**src/rtl/pwm_pkg.sv**
```systemverilog
// Shared PWM definitions: capture FSM states and the default counter width
// common to the PWM generator and pwm_capture.
package pwm_pkg;

    localparam int PWM_WIDTH = 8;

    typedef enum logic [1:0] {
        ST_IDLE = 2'd0,
        ST_HIGH = 2'd1,
        ST_LOW  = 2'd2
    } pwm_state_e;

endpackage

```
**src/rtl/pwm_sync_edge.sv**
```systemverilog
// Input conditioning for pwm_capture: 2-flop synchroniser, optional 3-sample
// glitch filter (PWM_CAPTURE_FILTER_EN), level output and rise/fall pulses.
module pwm_sync_edge
    import pwm_pkg::*;
(
    input  logic clk,
    input  logic rst_n,
    input  logic i_pwm,
    output logic o_level,
    output logic o_rise,
    output logic o_fall
);

    logic r_sync1;
    logic r_sync2;
    logic r_prev;
    logic w_s;

    always_ff @(posedge clk or negedge rst_n) begin
        if (!rst_n) begin
            r_sync1 <= 1'b0;
            r_sync2 <= 1'b0;
        end else begin
            r_sync1 <= i_pwm;
            r_sync2 <= r_sync1;
        end
    end

`ifdef PWM_CAPTURE_FILTER_EN
    // The level only follows the synchroniser once it and its two previous
    // samples agree, so pulses shorter than 3 cycles never reach the FSM.
    logic r_hist1;
    logic r_hist2;
    logic r_hold;
    logic w_agree;

    assign w_agree = (r_sync2 == r_hist1) && (r_hist1 == r_hist2);
    assign w_s     = w_agree ? r_sync2 : r_hold;

    always_ff @(posedge clk or negedge rst_n) begin
        if (!rst_n) begin
            r_hist1 <= 1'b0;
            r_hist2 <= 1'b0;
            r_hold  <= 1'b0;
        end else begin
            r_hist1 <= r_sync2;
            r_hist2 <= r_hist1;
            r_hold  <= w_s;
        end
    end
`else
    assign w_s = r_sync2;
`endif

    always_ff @(posedge clk or negedge rst_n) begin
        if (!rst_n) begin
            r_prev <= 1'b0;
        end else begin
            r_prev <= w_s;
        end
    end

    assign o_level = w_s;
    assign o_rise  = w_s & ~r_prev;
    assign o_fall  = ~w_s & r_prev;

endmodule

```
**src/rtl/pwm_capture.sv**
```systemverilog
// PWM receiver: measures high time and period of pwm_in in clock cycles.
// Optional input glitch filter enabled by defining PWM_CAPTURE_FILTER_EN.
module pwm_capture
    import pwm_pkg::*;
#(
    parameter int WIDTH = PWM_WIDTH
)
(
    input  logic             clk,
    input  logic             rst_n,
    input  logic             enable,
    input  logic             pwm_in,
    output logic [WIDTH-1:0] duty,
    output logic [WIDTH-1:0] period,
    output logic             valid,
    output logic             timeout,
    output logic             level
);

    localparam logic [WIDTH-1:0] MAX_CNT = '1;
    localparam logic [WIDTH-1:0] ONE     = WIDTH'(1);

    pwm_state_e       r_state;
    pwm_state_e       w_state_nxt;
    logic [WIDTH-1:0] r_hcnt;
    logic [WIDTH-1:0] w_hcnt_nxt;
    logic [WIDTH-1:0] r_pcnt;
    logic [WIDTH-1:0] w_pcnt_nxt;
    logic [WIDTH-1:0] r_duty;
    logic [WIDTH-1:0] w_duty_nxt;
    logic [WIDTH-1:0] r_period;
    logic [WIDTH-1:0] w_period_nxt;
    logic             r_valid;
    logic             w_valid_nxt;
    logic             r_timeout;
    logic             w_timeout_nxt;

    logic             w_level;
    logic             w_rise;
    logic             w_fall;
    logic             w_pcnt_max;

    pwm_sync_edge u_sync_edge (
        .clk     (clk),
        .rst_n   (rst_n),
        .i_pwm   (pwm_in),
        .o_level (w_level),
        .o_rise  (w_rise),
        .o_fall  (w_fall)
    );

    assign w_pcnt_max = (r_pcnt == MAX_CNT);

    always_ff @(posedge clk or negedge rst_n) begin
        if (!rst_n) begin
            r_state   <= ST_IDLE;
            r_hcnt    <= '0;
            r_pcnt    <= '0;
            r_duty    <= '0;
            r_period  <= '0;
            r_valid   <= 1'b0;
            r_timeout <= 1'b0;
        end else begin
            r_state   <= w_state_nxt;
            r_hcnt    <= w_hcnt_nxt;
            r_pcnt    <= w_pcnt_nxt;
            r_duty    <= w_duty_nxt;
            r_period  <= w_period_nxt;
            r_valid   <= w_valid_nxt;
            r_timeout <= w_timeout_nxt;
        end
    end

    // Timeout is checked before counting, so pcnt can never wrap; in LOW a
    // rising edge on the all-ones count still wins and latches period = max.
    always_comb begin
        w_state_nxt   = r_state;
        w_hcnt_nxt    = r_hcnt;
        w_pcnt_nxt    = r_pcnt;
        w_duty_nxt    = r_duty;
        w_period_nxt  = r_period;
        w_valid_nxt   = 1'b0;
        w_timeout_nxt = r_timeout;
        if (!enable) begin
            w_state_nxt = ST_IDLE;
            w_hcnt_nxt  = '0;
            w_pcnt_nxt  = '0;
        end else begin
            case (r_state)
                ST_IDLE: begin
                    if (w_rise) begin
                        w_state_nxt = ST_HIGH;
                        w_hcnt_nxt  = ONE;
                        w_pcnt_nxt  = ONE;
                    end
                end
                ST_HIGH: begin
                    if (w_pcnt_max) begin
                        w_state_nxt   = ST_IDLE;
                        w_timeout_nxt = 1'b1;
                        w_hcnt_nxt    = '0;
                        w_pcnt_nxt    = '0;
                    end else if (w_fall) begin
                        w_state_nxt = ST_LOW;
                        w_pcnt_nxt  = r_pcnt + ONE;
                    end else begin
                        w_hcnt_nxt = r_hcnt + ONE;
                        w_pcnt_nxt = r_pcnt + ONE;
                    end
                end
                ST_LOW: begin
                    if (w_rise) begin
                        w_state_nxt   = ST_HIGH;
                        w_duty_nxt    = r_hcnt;
                        w_period_nxt  = r_pcnt;
                        w_valid_nxt   = 1'b1;
                        w_timeout_nxt = 1'b0;
                        w_hcnt_nxt    = ONE;
                        w_pcnt_nxt    = ONE;
                    end else if (w_pcnt_max) begin
                        w_state_nxt   = ST_IDLE;
                        w_timeout_nxt = 1'b1;
                        w_hcnt_nxt    = '0;
                        w_pcnt_nxt    = '0;
                    end else begin
                        w_pcnt_nxt = r_pcnt + ONE;
                    end
                end
                default: begin
                    w_state_nxt = ST_IDLE;
                    w_hcnt_nxt  = '0;
                    w_pcnt_nxt  = '0;
                end
            endcase
        end
    end

    assign duty    = r_duty;
    assign period  = r_period;
    assign valid   = r_valid;
    assign timeout = r_timeout;
    assign level   = w_level;

endmodule

```
**config.mk**
```make
export PLATFORM = sky130hd
export DESIGN_NAME = pwm_capture
export DESIGN_NICKNAME = d
export VERILOG_FILES = /design/src/rtl/pwm_pkg.sv /design/src/rtl/pwm_sync_edge.sv /design/src/rtl/pwm_capture.sv
export SDC_FILE = /design/constraint.sdc
export NUM_CORES = 1
export LEC_CHECK = 0
export CORE_MARGIN = 1.5
export CORE_UTILIZATION = 52
export CTS_CLUSTER_DIAMETER = 200
export DETAILED_ROUTE_END_ITERATION = 12
export GPL_TIMING_DRIVEN = 0
export PLACE_DENSITY = 0.74
export SLEW_MARGIN = 25
export SYNTH_ARGS = -nofsm -noshare
export SYNTH_HDL_FRONTEND = slang
export SYNTH_HIERARCHICAL = 1
export SYNTH_SLANG_ARGS = --single-unit
```
**constraint.sdc**
```tcl
create_clock -name clk -period 4.6 [get_ports clk]
set_input_delay 0.92 -clock clk [delete_from_list [all_inputs] [get_ports clk]]
set_output_delay 0.92 -clock clk [all_outputs]
set_load 0.05 [all_outputs]
```
==> summary.txt, run 1 <==
Logic synthesis
  – Yosys reg bits: 39
  – Mapped Avg Cell Area: 10.8 um^2
  – Synth cell count leaders: 39 x dfrtp_1, 16 x nand2_1, 13 x o21ai_0
  – Post-synth ARST share: 100%
  – Top_reg_cell synth: dfrtp_1
  – Syn Nets: 190
  – Register area share after synthesis: 50.3%
  – Most numerous cell in the Yosys netlist: dfrtp_1
  – Number of synthesized flops with an enable pin: 0
  – Synth area leaders: dfrtp_1 50%, mux2_2 6.4%, ha_1 3.9%
  – Mapped Cells: 180
  – Synth Warn #: 6
  – Synth top area share: 50.3%
  – Yosys cell types: 46
  – Cell taking the most area after synthesis: dfrtp_1
  – Area of the mapped netlist: 1940 um^2

Timing
  – Hold Vio Cnt, Final: 0
  – Setup TNS: 0 ns
  – Rel. slew slack: 60.0%
  – Final setup vio count: 0
  – Worst Max-Slew Pin Slew: 0.600 ns
  – Pins Over Slew Limit: 0
  – RSZ-0062 raised after global routing: false
  – Final period utilization: 52.1%
  – Minimum clock period: 2.40 ns
  – Fmax: 0.417 GHz
  – Worst clock skew: 0.00920 ns

Floorplanning
  – Width of the die: 64.1 um
  – Initial Util: 53.4%
  – FP Rows: 22
  – Core area: 3630 um^2
  – Chip Height: 64.1 um
  – Die ar.: 4100 um^2
  – Io pins: 23

Setup path
  – Data arrival time of the critical path: 1.48 ns
  – Critical path buffers and inverters: 1
  – R2r worst-path depth: 5
  – Crit end category: output port
  – CP top delay family: buffers and inverters
  – Max incr delay on CP: 0.81 ns
  – WP data required: 3.68 ns
  – Critical path, cell by cell: clkdlybuf4s50_1
  – FF-to-FF End: duty[1]
  – Flop2flop setup slack: 2.66 ns
  – CP startpoint kind: register
  – Reg-to-reg critical path startpoint: r_state[0]
  – Kind of critical path: reg2out
  – Slowest cell on the critical path: clkdlybuf4s50_1
  – CP Max Fanout: 4

Global route
  – Total track usage: 21.9%
  – First-pass GRT wire length: 6.84 mm
  – Initial antenna violation count: 0
  – Vias in the first global route: 1447
  – Largest net degree at the start of global routing: 23
  – Grt total ovfl: 0

Power and ir drop
  – VDD IR max: 0.000264 V
  – Net Sw Frac: 36.9%
  – Clock Power Share: 22.3%
  – NetSw: 361 uW
  – PwrDens: 421 nW/um^2
  – Logic pwr share: 35.3%
  – Internal Power: 618 uW
  – Sequential power share: 42.4%
  – Static Leakage: 0.00102 uW

Routing
  – ANT nets after route: 0
  – Vias/cell: 5.71
  – DR WL/cell: 15.0 um
  – WL final: 3.90 mm
  – TritonRoute pass-1 iters: 5
  – DR iter-0 viols: 42
  – Via count: 1480
  – Drt drc: 0

CTS
  – Worst skew pair latency: 0.30 ns
  – CTS Buffer Depth: 2
  – H-tree depth: 2
  – Clock Tree Root: clkbuf_8
  – CTS Hold Buffers Added: 0
  – Post_cts resized: 0
  – Post-CTS setup buffers: 0
  – Reg clk slew, reported paths: 0.06 ns
  – CTS Buf Count: 5
  – CTS tree: built
  – TritonCTS Sinks: 39

Layout
  – Fin util: 63.9%
  – Diode count: 0
  – Layout cell share with drive strength beyond 1: 15.2%
  – Fill count: 326
  – Area Overhead vs Synth: 19.8%
  – Nets: 220
  – Register area: 976 um^2
  – Multi-input logic area: 883 um^2

Placed design
  – IO Port Bufs: 22
  – GP Congestion: 0.884
  – Post-DP HPWL: 2.88 mm

Hold path
  – Hold path cells: 0
  – Hold path start: u_sync_edge/r_sync1
  – Worst hold path type: reg2reg
  – Hold Crit Endpoint: u_sync_edge/o_level

Run status
  – Status: finished clean

Flow run
  – Maximum capacitance violations: 0
[per-stage QoR]
stage | hold WS [ns] | cells | worst slack [ns] | total power, uW | instance area [um^2]
after floorplan | 0.331 | 180 | 2.65 | 666 | 1940
after global placement | 0.342 | 250 | 1.76 | 748 | 2220
after detailed placement | 0.336 | 251 | 1.86 | 766 | 2240
after CTS | 0.365 | 259 | 2.17 | 986 | 2320
after global routing | 0.369 | 259 | 2.06 | 1050 | 2320
final | 0.362 | 259 | 2.20 | 978 | 2320
[power by group through the flow]
| stage | sequential, uW | clock [uW] | combinational, uW |
|---|---|---|---|
| after floorplan | 465 | 0 | 200 |
| after global routing | 420 | 239 | 389 |
| final | 414 | 218 | 346 |
| after CTS | 414 | 224 | 347 |
| after detailed placement | 421 | 0 | 345 |
| after global placement | 418 | 0 | 331 |
[cells in the final DEF, fill, tap and decap left out, types with 2 or more instances in the layout]
master,count
nand4_1,2
inv_1,11
ha_1,6
nand3_1,9
or2_2,3
a211oi_1,3
a21oi_1,4
mux2_2,11
nor2_1,12
clkbuf_8,5
buf_6,2
a32o_1,2
nor2b_1,3
o2bb2ai_1,3
a41oi_1,2
clkdlybuf4s50_1,21
nand2_1,16
dfrtp_1,39
buf_2,2
clkbuf_1,4
a31oi_1,3
o21ai_0,13
a211o_1,3
a22o_1,2
nor3_1,3
mux2i_1,3
[logic make-up (layout without fill, tap and decap cells)]
| group | Yosys count | after routing | share of synthesized area [%] |
|---|---|---|---|
| AND/OR/NAND/NOR | 59 | 59 | 15.5 |
| AO/OA/AOI/OAI | 44 | 44 | 17.6 |
| flip-flops | 39 | 39 | 50.3 |
| buffers and inverters | 17 | 48 | 4.13 |
| multiplexers | 15 | 15 | 8.52 |
| adder cells (fa/ha/maj) | 6 | 6 | 3.87 |
[sequential cells by signal, summed over array words and instances, names as in the netlist]
register / count
valid: 1
u_sync_edge/o_level: 1
u_sync_edge/r_prev: 1
period: 8
r_hcnt: 8
u_sync_edge/r_sync1: 1
duty: 8
timeout: 1
r_state: 2
r_pcnt: 8
[layout make-up]
class	instances	share of cell area (%)
clock inverter	1	0.215
sequential	39	42.0
multi-input combinational	124	38.0
clock buffer	7	3.28
inverter	11	1.78
timing repair buffer	23	10.4
buffer	6	1.67
tap	48	2.58
[worst max-delay path by stage]
stage | from | endpoint | slack [ns] | depth (start not counted)
6_report | u_sync_edge/o_level | level | 2.20 | 1
4_1_cts | enable | duty[1] | 2.17 | 4
3_3_place_gp | rst_n | period[1] | 1.76 | 1
5_1_grt | enable | r_hcnt[6] | 2.06 | 6
3_5_place_dp | enable | duty[1] | 1.86 | 4
2_1_floorplan | u_sync_edge/o_level | r_state[0] | 2.65 | 5
[per-layer routing]
layer / up-vias / GRT usage, % / wire, um
li1: 713 / - / -
met1: 726 / 27.7 / 1760
met2: 35 / 35.5 / 1870
met3: 6 / 6.34 / 202
met4: 0 / 8.42 / 61
met5: - / 0 / 0
(Power assumes the default switching activity.)
==> run 2, diff against run 1 <==
==> constraint.sdc (replaced) <==
create_clock -name clk -period 2.4 [get_ports clk]
set_input_delay 0.48 -clock clk [delete_from_list [all_inputs] [get_ports clk]]
set_output_delay 0.48 -clock clk [all_outputs]
set_load 0.05 [all_outputs]
==> results of run 2 <==
Same layout as run 1 (identical final DEF). Status: finished clean.
Main changes from that run: setup slack after placement 1.86 ns -> 0.102 ns; clock-pin slew on the worst setup and hold paths 0.06 ns -> 0.07 ns; setup slack after layout 2.20 ns -> 0.444 ns; hold slack 0.362 ns -> 0.120 ns; register-to-register setup slack 2.66 ns -> 0.46 ns; total power 978 uW -> 1880 uW; worst IR drop on VDD 0.000264 V -> 0.000505 V
==> run 3, diff against run 2 <==
--- a/config.mk
+++ b/config.mk
@@ -6,11 +6,11 @@
 export NUM_CORES = 1
 export LEC_CHECK = 0
 export CORE_MARGIN = 1.5
-export CORE_UTILIZATION = 52
+export CORE_UTILIZATION = 49
 export CTS_CLUSTER_DIAMETER = 200
 export DETAILED_ROUTE_END_ITERATION = 12
 export GPL_TIMING_DRIVEN = 0
-export PLACE_DENSITY = 0.74
+export PLACE_DENSITY = 0.73
 export SLEW_MARGIN = 25
 export SYNTH_ARGS = -nofsm -noshare
 export SYNTH_HDL_FRONTEND = slang
==> constraint.sdc (replaced) <==
create_clock -name clk -period 1.7 [get_ports clk]
set_input_delay 0.34 -clock clk [delete_from_list [all_inputs] [get_ports clk]]
set_output_delay 0.34 -clock clk [all_outputs]
set_load 0.05 [all_outputs]
==> run 3 against run 2 <==
- the run now ends with setup timing left
- worst setup slack worse by 0.48 ns
- power is 72% higher
- first-iteration DRC count is 110% higher
- hold slack better by 0.24 ns
- combinational power is 98% higher
- sequential cell count stayed put
- core utilization is 5.6 points higher
- non-clock buffer count is 16 higher
- critical path depth is 5 higher
- critical path type is now reg2reg
- clock power is 89% higher
- design area is 12% higher
- register-to-register slack worse by 0.50 ns
==> summary.txt, run 3 (synthesis gave the netlist of run 1 again) <==
Floorplanning
  – Initial Util: 51.8% (-1.6 points)
  – Chip Height: 65.9 um (+2.9%)
  – Io pins: 23 (unchanged)
  – Die ar.: 4340 um^2 (+5.8%)
  – Width of the die: 65.9 um (+2.9%)
  – Core area: 3740 um^2 (+3.0%)
  – FP Rows: 22 (unchanged)

Timing
  – Final setup vio count: 2 (+2)
  – Fmax: 0.574 GHz
  – Fin worst setup slack: -0.0408 ns
  – Worst clock skew: 0.00443 ns (-0.00476 ns)
  – Minimum clock period: 1.74 ns
  – Rel. slew slack: 61.0% (+0.98 points)
  – Hold Vio Cnt, Final: 0 (unchanged)
  – Pins Over Slew Limit: 0 (unchanged)
  – RSZ-0062 raised after global routing: true
  – Worst Max-Slew Pin Slew: 0.581 ns (-0.0192 ns)
  – Final period utilization: 102%

Layout
  – Post-Layout Cell Count: 275 (+6.2%)
  – Fill count: 273 (-16%)
  – Diode count: 0 (unchanged)
  – Nets: 236 (+7.3%)
  – Highest-count cells in the layout ignoring fill and taps: 35 x dfrtp_1, 19 x dlygate4sd2_1, 17 x buf_4
  – Post-route cell area: 2600 um^2 (+12%)
  – Area Overhead vs Synth: 34.3%
  – Layout cell share with drive strength beyond 1: 32.6% (+17 points)
  – Most common cell after layout, fill and taps aside: dfrtp_1

Run status
  – Status: finished with violations
  – Failing checks: setup timing

Setup path
  – CP startpoint kind: register
  – CP Max Fanout: 5 (+1)
  – Reg-to-reg critical path startpoint: r_pcnt[1]
  – WP data required: 1.88 ns
  – R2r worst-path depth: 6 (+1)
  – Flop2flop setup slack: -0.04 ns
  – Data arrival time of the critical path: 1.92 ns (+0.44 ns)
  – Kind of critical path: reg2reg
  – Crit end category: register
  – FF-to-FF End: r_hcnt[4]

Placed design
  – DP Area: 2270 um^2 (+1.4%)
  – Placed Cells: 251 (unchanged)
  – Pre-CTS setup slack: -0.505 ns
  – Post-DP HPWL: 2.74 mm (-4.9%)
  – GP Congestion: 0.864 (-2.3%)
  – IO Port Bufs: 22 (unchanged)

Power and ir drop
  – PwrDens: 1240 nW/um^2
  – VDD IR max: 0.000896 V
  – Static Leakage: 0.00124 uW (+21%)

Routing
  – Vias/cell: 5.84 (+2.1%)
  – WL final: 4.41 mm (+13%)
  – DR iter-0 viols: 89 (+110%)
  – Via count: 1605 (+8.4%)
  – Drt drc: 0 (unchanged)
  – ANT nets after route: 0 (unchanged)
  – TritonRoute pass-1 iters: 4 (-1)
  – DR WL/cell: 16.0 um (+6.5%)

Hold path
  – Hold path start: u_sync_edge/r_sync1
  – Hold path cells: 0
  – Worst hold path type: reg2reg
  – Hold Crit Endpoint: u_sync_edge/o_level

Global route
  – Vias in the first global route: 1540 (+6.4%)
  – Largest net degree at the start of global routing: 24 (+4.3%)
  – Total track usage: 21.6% (-0.27 points)
  – First-pass GRT wire length: 7.06 mm (+3.1%)
  – Grt total ovfl: 0 (unchanged)
  – Initial antenna violation count: 0 (unchanged)

CTS
  – Reg clk slew, reported paths: 0.07 ns
  – CTS tree: built
  – Clock Tree Root: clkbuf_8
  – CTS Buf Count: 5 (unchanged)
  – H-tree depth: 2 (unchanged)
  – CTS Buffer Depth: 2 (unchanged)
  – Worst skew pair latency: 0.29 ns (about the same)
  – TritonCTS Sinks: 39 (unchanged)

Flow run
  – Maximum capacitance violations: 0 (unchanged)
-- run 3: cell types whose count changed in the layout (fill, tap and decap cells not counted), moves of 4 or more --
cell / previous run / this run
ha_1: 6 / 1
dfrtp_1: 39 / 35
buf_4: 0 / 17
dfrtp_2: 0 / 4
clkdlybuf4s50_1: 21 / 1
dlygate4sd2_1: 0 / 19
-- run 3: final cells by class --
type | instances | area (um^2) | area share, %
multi-input cells | 124 | 1000 | 38.5
well taps | 48 | 60.1 | 2.31
clock inverters | 2 | 35.0 | 1.35
plain buffers | 5 | 41.3 | 1.59
flip-flops and latches | 39 | 981 | 37.7
inverters | 11 | 45.0 | 1.73
repair buffers | 40 | 355 | 13.6
clock buffers | 6 | 82.6 | 3.17
-- run 3: timing repair --
item,CTS,global route
gates resized for setup,40,12
setup endpoints to repair,42,14
pin swaps,3,7
gates cloned,0,0
buffers inserted,12,5
hold buffers,1,0
hold endpoints to repair,16,0
-- run 3: worst max path at each step --
| stage | startpoint | end | slack [ns] | cells after the start |
|---|---|---|---|---|
| floorplan | r_pcnt[0] | r_hcnt[4] | 0.008 | 5 |
| global placement | rst_n | u_sync_edge/o_level | -0.69 | 1 |
| detailed placement | enable | duty[2] | -0.50 | 4 |
| CTS | r_pcnt[0] | r_hcnt[4] | 0.0008 | 6 |
| global route | r_pcnt[1] | r_hcnt[4] | -0.1 | 6 |
| finish | r_pcnt[1] | r_hcnt[4] | -0.04 | 6 |
-- run 3: worst max-delay path, cell delays in order (launching register included) --
cell	delay (ns)
dfrtp_1	0.42
ha_4	0.19
and3_4	0.21
a221oi_4	0.36
nor3_2	0.09
buf_4	0.17
a22o_1	0.19
-- run 3: through the flow --
stage               total power [uW]  setup TNS (ns)  util [%]  hold WS (ns)
CTS                             3020               0      67.3         0.362
global placement                2060          -30.86      60.1         0.343
floorplan                       1840               0         -        0.0444
finish                          3230         -0.0761      69.6         0.359
global route                    3380          -0.463      69.6         0.371
detailed placement              2100          -10.45      60.7         0.305
-- run 3: routing by layer --
layer	wire length [um]	vias to the layer above	GRT usage (%)
li1	-	747	-
met5	0	-	0
met1	1810	800	26.9
met3	287	8	5.45
met4	80	0	9.38
met2	2230	50	35.6
-- run 3: power breakdown --
group	switching, uW	internal [uW]	leakage (uW)
combinational	733	573	0.000655
sequential	99.0	1030	0.000524
clock	317	475	0.0000612
total	1150	2080	0.00124
